==> src/rtl/hazard_pkg.sv <==
// Shared definitions for the hazard resolver: FSM state encoding,
// request classes, the default bubble instruction and the request decoder.
package hazard_pkg;

    typedef enum logic [1:0] {
        S_RUN    = 2'd0,
        S_STALL  = 2'd1,
        S_HALTED = 2'd2
    } state_t;

    typedef enum logic [1:0] {
        REQ_NONE  = 2'd0,
        REQ_FLUSH = 2'd1,
        REQ_STALL = 2'd2,
        REQ_HALT  = 2'd3
    } req_t;

    localparam logic [31:0] NOP_INSTR_DEF = 32'h0000_0000;

    // Priority: halt > stall (any hazard) > flush > none.
    function automatic req_t req_decode(input logic halt_req,
                                        input logic hazard,
                                        input logic flush_req);
        if (halt_req)
            return REQ_HALT;
        else if (hazard)
            return REQ_STALL;
        else if (flush_req)
            return REQ_FLUSH;
        else
            return REQ_NONE;
    endfunction

endpackage

==> src/rtl/sat_counter.sv <==
// Saturating up-counter; clr wins over inc and never wraps past all-ones.
module sat_counter #(
    parameter int W = 16
) (
    input  logic         clk,
    input  logic         rst_n,
    input  logic         clr,
    input  logic         inc,
    output logic [W-1:0] count
);

    logic [W-1:0] count_reg;

    // Clear on reset or clr, otherwise count up until all-ones.
    always_ff @(posedge clk) begin
        if (!rst_n || clr)
            count_reg <= '0;
        else if (inc && (count_reg != '1))
            count_reg <= count_reg + 1'b1;
    end

    assign count = count_reg;

endmodule

==> src/rtl/hazard_resolver.sv <==
// Turns ID-stage hazard/flush/halt requests into PC enable, IF/ID
// hold/flush and ID/EX bubble actions; owns the IF/ID register and keeps
// stall/flush statistics plus a stuck-stall watchdog.
module hazard_resolver
    import hazard_pkg::*;
#(
    parameter int          CNT_W     = 16,
    parameter int          STALL_MAX = 8,
    parameter logic [31:0] NOP_INSTR = NOP_INSTR_DEF
) (
    input  logic             clk,
    input  logic             rst_n,
    input  logic [31:0]      IF_pc,
    input  logic [31:0]      IF_instr,
    input  logic             branch_hazard,
    input  logic             load_use_hazard,
    input  logic             branch_flushD,
    input  logic             halt,
    input  logic             stat_clr,
    output logic             pc_we,
    output logic             flushE,
    output logic [31:0]      ID_pc,
    output logic [31:0]      ID_instr,
    output logic             ID_valid,
    output logic             halted,
    output logic             stall_timeout,
    output logic [CNT_W-1:0] stall_cnt,
    output logic [CNT_W-1:0] flush_cnt
);

    localparam int             WD_W   = $clog2(STALL_MAX + 1);
    localparam logic [WD_W-1:0] WD_MAX = WD_W'(STALL_MAX);

    state_t          state_reg;
    req_t            req;
    logic [31:0]     id_pc_reg;
    logic [31:0]     id_instr_reg;
    logic            id_valid_reg;
    logic            halted_reg;
    logic            timeout_reg;
    logic [WD_W-1:0] consec_reg;

    // Effective request this cycle; the halted state behaves like a permanent halt.
    always_comb begin
        req = REQ_HALT;
        if (state_reg != S_HALTED)
            req = req_decode(halt, branch_hazard | load_use_hazard, branch_flushD);
    end

    // Zero-latency PC enable and ID/EX bubble, forced safe while in reset.
    always_comb begin
        pc_we  = 1'b0;
        flushE = 1'b1;
        if (rst_n && ((req == REQ_NONE) || (req == REQ_FLUSH))) begin
            pc_we  = 1'b1;
            flushE = 1'b0;
        end
    end

    // FSM, IF/ID register and watchdog, all with registered outputs.
    always_ff @(posedge clk) begin
        if (!rst_n) begin
            state_reg    <= S_RUN;
            halted_reg   <= 1'b0;
            id_pc_reg    <= 32'h0;
            id_instr_reg <= NOP_INSTR;
            id_valid_reg <= 1'b0;
            consec_reg   <= '0;
            timeout_reg  <= 1'b0;
        end else begin
            case (req)
                REQ_HALT: begin
                    state_reg  <= S_HALTED;
                    halted_reg <= 1'b1;
                    consec_reg <= '0;
                end
                REQ_STALL: begin
                    state_reg <= S_STALL;
                    if (consec_reg != WD_MAX)
                        consec_reg <= consec_reg + 1'b1;
                    if (consec_reg == WD_MAX - 1'b1)
                        timeout_reg <= 1'b1;
                end
                REQ_FLUSH: begin
                    state_reg    <= S_RUN;
                    consec_reg   <= '0;
                    id_pc_reg    <= IF_pc;
                    id_instr_reg <= NOP_INSTR;
                    id_valid_reg <= 1'b0;
                end
                default: begin
                    state_reg    <= S_RUN;
                    consec_reg   <= '0;
                    id_pc_reg    <= IF_pc;
                    id_instr_reg <= IF_instr;
                    id_valid_reg <= 1'b1;
                end
            endcase
        end
    end

    sat_counter #(.W(CNT_W)) u_stall_cnt (
        .clk   (clk),
        .rst_n (rst_n),
        .clr   (stat_clr),
        .inc   (req == REQ_STALL),
        .count (stall_cnt)
    );

    sat_counter #(.W(CNT_W)) u_flush_cnt (
        .clk   (clk),
        .rst_n (rst_n),
        .clr   (stat_clr),
        .inc   (req == REQ_FLUSH),
        .count (flush_cnt)
    );

    assign ID_pc         = id_pc_reg;
    assign ID_instr      = id_instr_reg;
    assign ID_valid      = id_valid_reg;
    assign halted        = halted_reg;
    assign stall_timeout = timeout_reg;

endmodule

==> config.mk <==
export PLATFORM = sky130hd
export DESIGN_NAME = hazard_resolver
export DESIGN_NICKNAME = d
export VERILOG_FILES = /design/src/rtl/hazard_pkg.sv /design/src/rtl/sat_counter.sv /design/src/rtl/hazard_resolver.sv
export SDC_FILE = /design/constraint.sdc
export NUM_CORES = 1
export LEC_CHECK = 0
export CAP_MARGIN = 20
export CORE_ASPECT_RATIO = 2
export CORE_UTILIZATION = 40
export CTS_CLUSTER_DIAMETER = 100
export CTS_CLUSTER_SIZE = 25
export DETAILED_ROUTE_END_ITERATION = 7
export PLACE_DENSITY = 0.74
export SETUP_SLACK_MARGIN = 0.02
export SLEW_MARGIN = 10
export SYNTH_ARGS = -nofsm -noshare
export SYNTH_HDL_FRONTEND = slang
export SYNTH_SLANG_ARGS = --single-unit
==> constraint.sdc <==
create_clock -name clk -period 4.39 [get_ports clk]
set_input_delay 0.878 -clock clk [delete_from_list [all_inputs] [get_ports clk]]
set_output_delay 0.878 -clock clk [all_outputs]
set_load 0.02 [all_outputs]
Word-level counts from Yosys, hierarchy flattened
Cells that the tools add are included.
Word-level totals
  logic and storage cells: 40
  register bits: 105
  output and inout bits: 101
  input bits: 71
Operators by class
  $add $sub $neg: 3
  bitwise operators: 1
  reduce and logical (&&, ||, !) cells: 10
  multiplexer cells: 9
  equality and inequality tests: 8
Operators by type and width (number)
  32-bit case mux with 2 select lines: 1
  16-bit by 1-bit adder with 16-bit output, second input constant: 2
  16-bit != test, second input constant: 2
  2-bit 2-to-1 mux: 3
  4-bit by 1-bit adder with 4-bit output, second input constant: 1
  2-bit == test, second input constant: 2
  4-bit by 3-bit == test with 1-bit output, second input constant: 1
  4-bit != test, second input constant: 1
  2-bit case mux with 2 select lines: 1
  2-bit AND reduction: 2
  1-bit logical AND: 3
  1-bit 2-to-1 mux: 3
  2-bit by 1-bit == test with 1-bit output, second input constant: 1
  2-bit logical NOT: 1
  1-bit logical OR: 2
  2-bit != test, second input constant: 1
  1-bit case mux with 2 select lines: 1
  2-bit OR reduction: 1
  1-bit logical NOT: 1
  1-bit OR: 1

Logic depth before layout (Yosys ltp)
Gate-level depths: netlist of run 1.
  depth in word-level cells: 8
  mapped depth: 7
  depth with buffers taken out: 6

Hierarchy
Synthesis of run 1 repeated with hierarchy kept, for this count alone.
Second synthesis, totals
  cells, all modules: 514
  area, all modules: 4812.1 um^2
Modules (own cells, without submodules)
  hazard_resolver: area each 3088.0 um^2, times used 1, cells each 326, sequential area each 1461.4 um^2
  sat_counter: area each 862.1 um^2, times used 2, cells each 94, sequential area each 320.3 um^2

Worst setup path after synthesis of run 1
No wires, ideal clock.
  kind: input to output
  start point: input load_use_hazard
  end point: output pc_we
  data arrival time: 2.406 ns
  data required time: 3.512 ns
  buffers on the path: 2
  stages on the path: 6
  setup slack: 1.106 ns
  cells stage by stage: or2_4 -> nor3_1 -> clkbuf_1 -> clkbuf_1 -> nand2_1 -> inv_1
Between the ends
  longest elaborated chain between the ends: 8
  elaborated cells between the ends (all ways): 9
  those cells by class: eq/ne: 1; mux: 4; bitwise: 1; reduce/logical: 3
RTL lines
  from (decl): line hazard_resolver.sv:16  | input logic load_use_hazard,
  1-bit OR *: line hazard_resolver.sv:47  | req = req_decode(halt, branch_hazard | load_use_hazard, branch_flushD);
  2-bit 2-to-1 mux *: line hazard_pkg.sv:26  | else if (hazard)
  2-bit 2-to-1 mux *: line hazard_pkg.sv:24  | if (halt_req)
  2-bit 2-to-1 mux *: line hazard_resolver.sv:46  | if (state_reg != S_HALTED)
  2-bit by 1-bit == test with 1-bit output or 2-bit logical NOT (tied branches): line hazard_resolver.sv:54  | if (rst_n && ((req == REQ_NONE) || (req == REQ_FLUSH))) begin
  1-bit logical OR *: line hazard_resolver.sv:54
  1-bit logical AND *: line hazard_resolver.sv:54
  1-bit 2-to-1 mux *: line hazard_resolver.sv:54
  to (decl): line hazard_resolver.sv:20  | output logic pc_we,
Every way passes the cells marked *; elsewhere a longest branch is shown, timed or not.

Worst setup path in the final report of run 1
Same ends and word-level chain as after synthesis.

==> impl_metrics.py, run 1 <==
metrics = {
    "final_layout": {
        "area_delta_synth_final_pct": 47.9,
        "antenna_cells": 0,
        "layout-drive-gt1-share": 0.0469,
        "postLayoutCellArea_mm2": 0.00654,
        "number_of_nets_in_the_layout": 752,
    },
    "worst_setup_path": {
        "worst-endpoint-arrival_ns": 2.57,
        "critPathMaxFanout": 4,
        "timing.critical_path.from_type": "primary input",
        "cp-end-kind": "output pin",
        "rr_startpoint": "u_stall_cnt.count[0]$_SDFFE_PP0P_",
        "worstSetupPathType": "in -> out",
        "timing.critical_path.from": "load_use_hazard",
        "worst_path_required_time_ns": 3.51,
    },
    "sta": {
        "worst_clock_skew_ns": 0.00606,
        "setup_viol": 0,
        "tightestPinTransition_ns": 1.01,
        "finalCritPeriodShare": 0.786,
        "finalHoldViolCount": 0,
        "fmax_mhz": 290,
        "grt_setup_unrepaired": "no",
        "period_needed_ns": 3.45,
        "timing.slew.headroom": 0.323,
        "total_negative_slack_ns": 0,
        "final-max-slew-violation-count": 0,
    },
    "logic_synthesis": {
        "synthTopCellsByCount": "120 x nand2_1, 105 x dfxtp_1, 64 x a21boi_0",
        "yosys.area.top_type": "dfxtp_1",
        "yosysUniqueCellTypes": 38,
        "synth.yosys.seq_area_share": 0.475,
        "synthFlopType": "dfxtp_1",
        "synth.most_common_cell": "nand2_1",
        "syn-instance-count": 519,
        "synth-warning-count": 0,
        "synth_area_mm2": 0.00442,
        "synth_edf_count": 0,
        "post_synth_main_area_contributors": "dfxtp_1 48%, a21boi_0 11%, nand2_1 10%",
        "postSynth.asyncResetShare": 0,
        "yosys_register_bits": 105,
        "syn_area_per_cell_um2": 8.52,
        "synth_nets": 594,
        "netlist.area_leader.share": 0.475,
    },
    "global_route": {
        "grt_overflow_total": 0,
        "groute.usage.overall": 0.215,
        "pin_count_of_the_biggest_net_entering_global_routing": 72,
        "grt_pass1_wl_um": 19800,
        "first_global_vias": 4137,
        "initial_antenna_violation_count": 0,
    },
    "power": {
        "vdd.ir_drop.worst_uv": 273,
        "leakage_nw": 2.13,
        "power_per_cell_area_mw_per_mm2": 304,
    },
    "drt": {
        "detail_route.iter0.violations": 122,
        "vias": 4249,
        "post-route-drc-count": 0,
        "route.final.wire_length_um": 12300,
        "drt-wirelength-per-cell_um": 15.0,
        "drt-vias-per-instance": 5.17,
        "route.antenna.remaining_nets": 0,
        "drt-pass1-iter-count": 4,
    },
    "clocking": {
        "cts_resized": 0,
        "max-clock-path-buffers": 2,
        "cts_setup_buffers": 0,
        "clock_sinks": 105,
        "cts-buffers-inserted": 9,
        "path_clk_slew_ns": 0.07,
        "cts_hold_repair.buffers": 0,
        "clk_latency_ns": 0.34,
        "root_buffer": "clkbuf_16",
        "cts.htree.levels": 3,
        "clock_tree_from_tritoncts": "done",
    },
    "placed_design": {
        "placement.io_buffers": 171,
        "dp_wirelength_um": 8760,
        "placedInstanceArea_mm2": 0.00624,
        "routabilityCongestion": 0.851,
    },
    "floorplanning": {
        "fp.dieH_um": 151,
        "num_rows": 54,
        "floorplan.io_pins": 172,
        "start_util": 0.409,
        "fp.dieArea_mm2": 0.0115,
        "core_area_mm2": 0.0108,
        "dieWidth_um": 76.4,
    },
    "flow_run": {
        "maxCapViolations": 0,
    },
    "worst_hold_path": {
        "timing.hold.worst.start": "ID_instr[23]$_SDFFE_PN0N_",
        "hold_class": "reg -> reg",
    },
    "outcome": {
        "outcome": "completed",
    },
}
==> cells by family after synthesis <==
logic type	Yosys count	share of synthesized area
XOR/XNOR	22	0.0436
buffers and inverters	38	0.0339
flip-flops	105	0.475
AND/OR/NAND/NOR	254	0.279
AO/OA/AOI/OAI	93	0.150
multiplexers	3	0.00679
adder cells (fa/ha/maj)	4	0.0113
==> per-layer routing <==
metal,share of wire,up-vias,track usage
li1,-,2076,-
met1,0.38,1978,0.221
met2,0.52,172,0.404
met3,0.071,23,0.0606
met4,0.027,0,0.0894
met5,0,-,0
==> final cells by class <==
cell class / instances / area [um^2]
Inverter: 8 / 30.0
Tap cell: 140 / 175
Sequential cell: 105 / 2100
Multi-Input combinational cell: 376 / 2180
Timing Repair Buffer: 177 / 1750
Clock buffer: 11 / 243
Fill cell: 949 / 4270
Clock inverter: 5 / 62.6
==> report_power, final <==
group	internal (W)	leakage [nW]	switching, W
combinational	0.000108	1.14	0.0000881
sequential	0.000969	0.849	0.0000100
clock	0.000461	0.142	0.000354
==> worst paths after layout <==
| check | cells after the start | slack [ns] | endpoint |
|---|---|---|---|
| worst max-delay path | 6 | 0.94 | pc_we |
| worst min-delay path | 2 | 0.46 | ID_instr[23]$_SDFFE_PN0N_ |
| worst max register to register | 5 | 1.99 | u_stall_cnt.count[11]$_SDFFE_PP0P_ |
| worst min register to register | 2 | 0.46 | ID_instr[23]$_SDFFE_PN0N_ |
==> critical path, stage by stage <==
cell and delay [ns]:
clkdlybuf4s50_1 0.42, or2_4 0.28, nor3_2 0.19, nand2_1 0.14, inv_1 0.07, clkdlybuf4s50_1 0.59
==> layout by cell type, fill, tap and decap left out, types with 4 or more instances in the layout <==
cell,count
nand2_1,119
nand3b_1,33
a21oi_1,9
xnor2_1,21
nor4_1,13
clkbuf_16,9
buf_4,6
nand3_1,14
nor2_1,34
inv_1,8
nor3_1,9
nand4_1,9
dfxtp_1,105
ha_1,4
clkdlybuf4s50_1,170
o21ai_0,7
and3_1,4
a21boi_0,64
==> metrics by stage <==
step | power, W | worst slack, ns | cells | hold slack (ns) | utilization
after detailed placement | 0.00120 | 0.940 | 806 | 0.454 | 0.577
after global placement | 0.00119 | 0.939 | 806 | 0.448 | 0.577
after CTS | 0.00202 | 0.927 | 822 | 0.465 | 0.605
after global routing | 0.00207 | 0.834 | 822 | 0.485 | 0.605
final | 0.00199 | 0.937 | 822 | 0.461 | 0.605
after floorplan | 0.00108 | 1.11 | 519 | 0.479 | -
No activity file was read; power rests on OpenSTA's default activity.
==> run 2, diff against run 1 <==
- PLACE_DENSITY: 0.74 -> 0.77
- clock period: 4.39 -> 2.9 ns (I/O delays scaled with it)
==> impl_metrics.py, run 2 (same netlist as run 1, synthesis figures left out) <==
metrics = {
    "worst_setup_path": {
        "worst_path_required_time_ns": 2.32,
        "cp-end-kind": "output pin",
        "timing.critical_path.from_type": "primary input",
        "worstSetupPathType": "in -> out",
        "rr_startpoint": "u_stall_cnt.count[0]$_SDFFE_PP0P_",
        "r2r_cells": 6,
        "critical_path.reg2reg.endpoint": "u_stall_cnt.count[14]$_SDFFE_PP0P_",
        "worst-endpoint-arrival_ns": 2.18,
        "reg2reg_setup_slack_ns": 0.84,
        "critPathMaxFanout": 4,
    },
    "worst_hold_path": {
        "holdPathEnd": "ID_instr[24]$_SDFFE_PN0N_",
        "hold_class": "reg -> reg",
        "timing.hold.worst.start": "ID_instr[24]$_SDFFE_PN0N_",
        "worstHoldPathCells": 2,
    },
    "drt": {
        "route.antenna.remaining_nets": 0,
        "drt-pass1-iter-count": 4,
        "vias": 4226,
        "detail_route.iter0.violations": 168,
        "drt-wirelength-per-cell_um": 14.7,
        "route.final.wire_length_um": 12200,
        "drt-vias-per-instance": 5.10,
        "post-route-drc-count": 0,
    },
    "global_route": {
        "first_global_vias": 4236,
        "groute.usage.overall": 0.215,
        "grt_overflow_total": 0,
        "initial_antenna_violation_count": 0,
        "pin_count_of_the_biggest_net_entering_global_routing": 70,
        "grt_pass1_wl_um": 19800,
    },
    "power": {
        "vdd.ir_drop.worst_uv": 345,
        "power.combinational.fraction": 0.099,
        "leakage_nw": 2.19,
        "power_switching_share": 0.228,
        "p_switching_w": 0.000687,
        "power_per_cell_area_mw_per_mm2": 458,
        "intPower_w": 0.00233,
        "power_frac_seq": 0.491,
        "power_frac_clock": 0.410,
        "power.total_w": 0.00302,
    },
    "final_layout": {
        "most_used_cells_in_the_layout_excluding_fill_and_tap_cells": "169 x clkdlybuf4s50_1, 119 x nand2_1, 105 x dfxtp_1, 64 x a21boi_0, 34 x nor2_1",
        "layout.cells.most_common": "clkdlybuf4s50_1",
        "area.sequential_mm2": 0.00210,
        "post_route_utilization": 0.609,
        "area_delta_synth_final_pct": 49.0,
        "postLayoutCellArea_mm2": 0.00659,
        "number_of_nets_in_the_layout": 758,
        "antenna_cells": 0,
        "multiInputGateArea_mm2": 0.00218,
        "fillerInstances": 959,
        "layout-drive-gt1-share": 0.0567,
    },
    "clocking": {
        "clock_tree_from_tritoncts": "done",
        "cts.htree.levels": 3,
        "clk_latency_ns": 0.34,
        "max-clock-path-buffers": 2,
        "clock_sinks": 105,
        "cts-buffers-inserted": 9,
        "path_clk_slew_ns": 0.06,
        "root_buffer": "clkbuf_16",
    },
    "sta": {
        "grt_setup_unrepaired": "no",
        "final-max-slew-violation-count": 0,
        "timing.slew.headroom": 0.466,
        "finalCritPeriodShare": 0.952,
        "fmax_mhz": 362,
        "setup_viol": 0,
        "tightestPinTransition_ns": 0.794,
        "finalHoldViolCount": 0,
        "period_needed_ns": 2.76,
        "total_negative_slack_ns": 0,
        "worst_clock_skew_ns": 0.0107,
    },
    "floorplanning": {
        "dieWidth_um": 76.4,
        "num_rows": 54,
        "floorplan.io_pins": 172,
        "core_area_mm2": 0.0108,
        "fp.dieH_um": 151,
        "fp.dieArea_mm2": 0.0115,
        "start_util": 0.409,
    },
    "placed_design": {
        "routabilityCongestion": 0.844,
        "placement.io_buffers": 171,
        "placedInstanceArea_mm2": 0.00628,
        "dp_wirelength_um": 8880,
    },
    "flow_run": {
        "maxCapViolations": 0,
    },
    "outcome": {
        "outcome": "completed",
    },
}
## run 2: cell count changes in the layout (fill, tap and decap cells not counted), sizes merged
cell	previous run	this run
clkbuf	11	10
clkinv	1	2
clkinvlp	2	1
clkdlybuf4s50	170	169
dlymetal6s2s	0	1
inv	9	10
buf	7	13
## run 2: power groups by stage
stage | clock [W] | sequential [W] | combinational [W]
after global placement | 0 | 0.00151 | 0.000296
after global routing | 0.00134 | 0.00149 | 0.000321
after floorplan | 0 | 0.00154 | 0.0000949
final | 0.00124 | 0.00148 | 0.000299
after CTS | 0.00126 | 0.00148 | 0.000302
after detailed placement | 0 | 0.00152 | 0.000300
## run 2: cell type report
| cell class | instances | area share |
|---|---|---|
| multi-input cells | 376 | 0.331 |
| clock inverters | 6 | 0.00987 |
| repair buffers | 183 | 0.273 |
| clock buffers | 10 | 0.0363 |
| inverters | 8 | 0.00456 |
| flip-flops and latches | 105 | 0.319 |
| well taps | 140 | 0.0266 |
## run 2: worst max-delay path: stages
cell and delay (ns):
clkdlybuf4s50_1 0.43, or2_4 0.29, nor3_2 0.18, nand2_1 0.14, clkdlybuf4s50_1 0.56
## run 2: metal layers
layer	track usage	wire length [um]
met1	0.223	4740
met2	0.397	6390
met3	0.0606	832
met4	0.0942	228
met5	0	0
## run 2: how the worst max path moves through the flow
stage,startpoint,end,slack [ns],depth (start not counted)
floorplan,load_use_hazard,pc_we,0.21,6
CTS,load_use_hazard,pc_we,0.04,6
global placement,load_use_hazard,pc_we,0.05,6
finish,load_use_hazard,flushE,0.14,5
global route,branch_hazard,flushE,0.09,5
detailed placement,load_use_hazard,pc_we,0.05,6
## run 2: repair_timing
action                     4_1_cts  5_1_grt
setup endpoints to repair        0        1
buffers inserted                 0        0
resized for setup                0        1
hold endpoints to repair         0        0
hold buffers                     0        0
## run 2: through the flow
step,hold WS (ns),std cells,worst slack [ns]
2_1_floorplan,0.479,519,0.212
3_3_place_gp,0.448,812,0.0485
3_5_place_dp,0.457,812,0.0539
4_1_cts,0.464,828,0.0379
5_1_grt,0.490,828,0.0932
6_report,0.462,828,0.139
